$ cat src/rtl/pc_seq_unit.sv
// Program-counter sequencer.
// Produces the next fetch PC from, in priority order:
//   1. an exception vector
//   2. a live branch, jump or register-jump redirect
//   3. a redirect buffered during a stall
//   4. the sequential successor
module pc_seq_unit #(
    parameter int unsigned      WIDTH    = 32,
    parameter int unsigned      STEP     = 1,
    parameter logic [WIDTH-1:0] RESET_PC = '0,
    parameter logic [31:0]      EXC_PC   = 32'h0000_1180
) (
    input  logic             Clk,
    input  logic             Reset_N,
    input  logic             Stall,
    input  logic             Exc_Req,
    input  logic             Branch_Taken,
    input  logic [WIDTH-1:0] Branch_Target,
    input  logic             Jump,
    input  logic [WIDTH-1:0] Jump_Target,
    input  logic             Jr,
    input  logic [WIDTH-1:0] Jr_Target,
    output logic [WIDTH-1:0] Pc_Out,
    output logic [WIDTH-1:0] Pc_Add_Out,
    output logic             Pc_Valid,
    output logic             Redirect_Pending
);

    localparam logic [WIDTH-1:0] EXC_VEC = WIDTH'(EXC_PC);
    localparam logic [WIDTH-1:0] STEP_W  = WIDTH'(STEP);

    logic [WIDTH-1:0] pc_q, pc_d;
    logic [WIDTH-1:0] pend_tgt_q, pend_tgt_d;
    logic             valid_q, valid_d;
    logic             pend_q, pend_d;
    logic             req_c;
    logic [WIDTH-1:0] win_tgt_c;
    logic [WIDTH-1:0] pc_inc_c;

    // Non-exception redirect arbitration: branch > jump > register jump.
    always_comb begin
        req_c     = Branch_Taken | Jump | Jr;
        win_tgt_c = Jr_Target;
        if (Branch_Taken) begin
            win_tgt_c = Branch_Target;
        end else if (Jump) begin
            win_tgt_c = Jump_Target;
        end
    end

    // Sequential successor, wrapping modulo 2^WIDTH.
    always_comb begin
        pc_inc_c = pc_q + STEP_W;
    end

    // Next-state selection for the PC, valid flag and the one-entry redirect buffer.
    always_comb begin
        pc_d       = pc_q;
        valid_d    = valid_q;
        pend_d     = pend_q;
        pend_tgt_d = pend_tgt_q;
        if (!valid_q) begin
            // First edge out of reset only raises valid; PC stays at RESET_PC.
            valid_d = 1'b1;
        end else if (Exc_Req) begin
            pc_d   = EXC_VEC;
            pend_d = 1'b0;
        end else if (!Stall) begin
            pend_d = 1'b0;
            if (req_c) begin
                // A live request is younger than anything buffered.
                pc_d = win_tgt_c;
            end else if (pend_q) begin
                pc_d = pend_tgt_q;
            end else begin
                pc_d = pc_inc_c;
            end
        end else if (req_c) begin
            // Stalled redirect is parked; a newer one overwrites it.
            pend_d     = 1'b1;
            pend_tgt_d = win_tgt_c;
        end
    end

    // State registers with asynchronous active-low reset.
    always_ff @(posedge Clk or negedge Reset_N) begin
        if (!Reset_N) begin
            pc_q       <= RESET_PC;
            valid_q    <= 1'b0;
            pend_q     <= 1'b0;
            pend_tgt_q <= '0;
        end else begin
            pc_q       <= pc_d;
            valid_q    <= valid_d;
            pend_q     <= pend_d;
            pend_tgt_q <= pend_tgt_d;
        end
    end

    assign Pc_Out           = pc_q;
    assign Pc_Add_Out       = pc_inc_c;
    assign Pc_Valid         = valid_q;
    assign Redirect_Pending = pend_q;

endmodule

$ cat config.mk
export PLATFORM = sky130hd
export DESIGN_NAME = pc_seq_unit
export DESIGN_NICKNAME = d
export VERILOG_FILES = /design/src/rtl/pc_seq_unit.sv
export SDC_FILE = /design/constraint.sdc
export NUM_CORES = 1
export LEC_CHECK = 0
export ABC_CLOCK_PERIOD_IN_PS = 2000
export CELL_PAD_IN_SITES_DETAIL_PLACEMENT = 1
export CELL_PAD_IN_SITES_GLOBAL_PLACEMENT = 1
export CORE_MARGIN = 2
export CORE_UTILIZATION = 30
export CTS_BUF_LIST = sky130_fd_sc_hd__clkbuf_16
export DETAILED_ROUTE_END_ITERATION = 6
export GPL_ROUTABILITY_DRIVEN = 0
export GPL_TIMING_DRIVEN = 0
export MAX_ROUTING_LAYER = met4
export PLACE_DENSITY = 0.74
export SYNTH_ARGS = -nofsm -noshare
export SYNTH_HDL_FRONTEND = slang
export SYNTH_SLANG_ARGS = --single-unit
$ cat constraint.sdc
create_clock -name Clk -period 2 [get_ports Clk]
set_input_delay 0.5 -clock Clk [delete_from_list [all_inputs] [get_ports Clk]]
set_output_delay 0.5 -clock Clk [all_outputs]
set_load 0.05 [all_outputs]
==> summary.txt <==
Placed design
  – Place WS: -1360 ps
  – Placed Cells: roughly 950
  – Post-detail-place hpwl: around 16000 µm
  – Placed cell areas: about 7200 µm²
  – PortBufs: around 170

Die
  – Initial core utilization: roughly 30%
  – I/O pins: 169
  – Die height: 130 µm
  – Die area: between 15000 and 20000 µm²
  – # rows: 46
  – Die width: 130 µm
  – Core Area: 15700 µm²

Final layout
  – Nets@finish: between 900 and 1000
  – Layout cells sized above 1: 40.2%
  – Fin cells: ~1100
  – Final Instance Area: around 9000 µm²
  – Layout area overhead: 89.4%
  – Antenna diodes: 0
  – # fillers: 1725

Timing
  – Normalized max-slew margin: roughly 38%
  – Final worst path period need: 2860 ps
  – Max-slew violations: 0
  – Setup violators final: between 40 and 50
  – Final period utilization: 143%
  – WHS: about 280 ps
  – RSZ-0062 raised after global routing: yes
  – Worst Skew: 9.35 ps
  – Worst-Margin Slew: about 940 ps
  – Fmax: around 0.35 GHz
  – Final hold vios: 0
  – Worst setup margin: -864 ps

Clock network
  – Hold_buf cts: 0
  – TritonCTS buffer count: 9
  – Clock latency on the worst-skew pair: approximately 350 ps
  – Clock-pin transition on the worst setup and hold timing paths: roughly 60 ps
  – CTS tree: built
  – CTS Root Cell: clkbuf_16
  – Clock Path Buffers: 2
  – Clock Sinks: 66
  – H-tree depth: 3

Global route
  – All-Layer GR Usage: ~28%
  – First-pass GRT wire length: 35500 µm
  – Largest net degree at the start of global routing: 67
  – Initial antenna violation count: 0
  – Remaining Overflow, GRT: 0
  – Vias in the first global route: just over 6000

Yosys
  – Distinct cells, synth: 55
  – Flip-flop and latch count after synthesis: between 60 and 70
  – Top cell type by total area after synthesis: dfrtp_1
  – Syn nets: 668
  – Number of flops mapped to enable cells by yosys: 0
  – Post-synth top area share: between 30% and 40%
  – Ys async rst share: 100%
  – Mapped cell area: roughly 4800 µm²
  – Post-synth top flop: dfrtp_1
  – Yosys Warn Count: 0
  – Register area share after synthesis: about a third
  – Most area-consuming cells after synthesis: dfrtp_1 35%, mux2i_1 7.2%, o21ai_0 6.5%
  – Mapped Cells: 564
  – Avg Cell Area, Syn: between 8 and 9 µm²

Detailed routing
  – 1st-iter DRT viols: approximately 600
  – Detail Route Antenna Nets: 0
  – Total number of vias: a little over 6000
  – First-pass DRT Iterations: 6
  – DRC viols: 0
  – Via density: between 5 and 6
  – Mean routed wirelength per cell: 25.1 µm
  – Total wire length: ~27000 µm

Min path
  – Hold Crit Class: in2async

Pwr
  – Switch share: between 30% and 40%
  – Pwr/cell area: ~690 nW/µm²
  – Psw: roughly 2.4 mW
  – Comb pwr share: 40.0%
  – Int Pwr: around 3.8 mW
  – Maximum vdd drop: ~0.45 mV
  – P_leak: 4.00 nW
  – Reg power frac: around 30%
  – Clk pwr share: a little under a third

Worst setup path
  – WP data required: around 1500 ps
  – R2R cell count: 9
  – Crit path capture type: output pin
  – WS Path Type: reg2out
  – RR Endpoint: Pc_Out[30]
  – CP endpoint: Pc_Add_Out[30]
  – Critical Path Start: Pc_Out[10]
  – R2R Path Start: Pc_Out[10]
  – FF-to-FF setup slack: -460 ps
  – CP arrival: 2360 ps
  – Worst Setup Start Kind: register
  – CP Max Fanout: 5

Status
  – Status: complete, but fails checks
  – Failing checks: negative setup slack

Job
  – Max-cap violations: 0
## synth_stat cells (7+ instances only)
cell / number
a211o_1: 11
a211oi_1: 7
a21oi_1: 35
a22o_1: 8
and3_1: 9
buf_2: 14
clkbuf_1: 21
dfrtp_1: 66
inv_1: 21
mux2_2: 19
mux2i_1: 34
nand2_1: 54
nand3_1: 22
nor2_1: 32
nor3_1: 10
nor3b_1: 9
nor4_1: 7
o211ai_1: 9
o21ai_0: 62
xnor2_1: 22
xor2_1: 8
## what timing repair did
item                                    4_1_cts  5_1_grt
gates resized for setup                     364       89
pin swaps                                    28       37
gates cloned                                  1        1
endpoints found under the setup margin      131       77
buffers inserted                             54       65
## cells by family after synthesis
group	synth area share [%]
AO/OA/AOI/OAI	22.4
XOR/XNOR	5.52
adder cells (fa/ha/maj)	0.263
buffers and inverters	5.42
flip-flops	34.7
multiplexers	11.6
other	0.0788
AND/OR/NAND/NOR	19.9
## layout make-up
cell class	count	area (µm²)	area share, %
Tap cell	216	270	3.00
Sequential cell	66	1690	18.7
Buffer	37	253	2.81
Inverter	21	78.8	0.875
Clock inverter	7	108	1.19
Multi-Input combinational cell	438	3800	42.2
Clock buffer	9	225	2.50
Timing Repair Buffer	280	2590	28.7
## routing by layer
metal,part of all wire (%),track usage [%]
met5,0,-
met4,4.2,10.4
met3,7.0,3.12
met2,51,47.7
met1,38,35.7
## worst max-delay path: stages, from the launching register on
cell and delay, ps:
dfrtp_2 430, and4_1 240, buf_6 130, nand4_4 180, buf_6 180, or4_4 520
xnor2_4 150, buf_6 170
## power by group through the flow
stage | logic (mW) | registers (mW) | clock network (mW)
CTS | 2.18 | 1.81 | 1.83
finish | 2.48 | 1.83 | 1.89
global route | 2.58 | 1.84 | 1.94
global placement | 1.96 | 1.82 | 0
detailed placement | 2.00 | 1.84 | 0
floorplan | 0.976 | 2.05 | 0
## placed cells by master, fill, tap and decap left out, drive strengths merged, types with 4 or more instances in the layout
| master | n |
|---|---|
| nor3 | 12 |
| a211oi | 7 |
| a21oi | 35 |
| mux2i | 34 |
| a22o | 8 |
| nand4 | 8 |
| nor2b | 6 |
| mux2 | 19 |
| dfrtp | 66 |
| and3 | 9 |
| a2bb2oi | 4 |
| clkinv | 4 |
| buf | 165 |
| a21o | 5 |
| xor2 | 8 |
| or3 | 6 |
| a211o | 11 |
| dlygate4sd2 | 29 |
| clkbuf | 33 |
| and4 | 5 |
| nand2b | 6 |
| nor2 | 32 |
| nand2 | 54 |
| clkdlybuf4s50 | 96 |
| o22ai | 5 |
| nor3b | 9 |
| o21ai | 63 |
| o211ai | 9 |
| xnor2 | 22 |
| nor4 | 7 |
| inv | 21 |
| nand3 | 22 |
## sequential cells by signal, summed over array words and instances, names as in the netlist
register and flops:
Redirect_Pending 1, Pc_Valid 1, Pc_Out 32, pend_tgt_q 32
## metrics by stage
stage                     power (mW)  utilization, %  TNS, ps
after floorplan                 3.02               -   -12250
after global placement          3.79            45.7  -214730
after detailed placement        3.84            45.7   -83420
after CTS                       5.82            53.0   -15660
after global routing            6.35            57.3   -21180
final                           6.19            57.3   -19090
## worst min path at each step
stage	cells after the start	slack [ps]	endpoint
floorplan	0	200	Pc_Out[0]
detailed placement	2	470	pend_tgt_q[9]
CTS	1	330	Pc_Out[31]
finish	1	280	pend_tgt_q[26]
global placement	2	460	pend_tgt_q[5]
global route	1	340	pend_tgt_q[26]
Note: power is estimated with default switching activity, not from simulation.
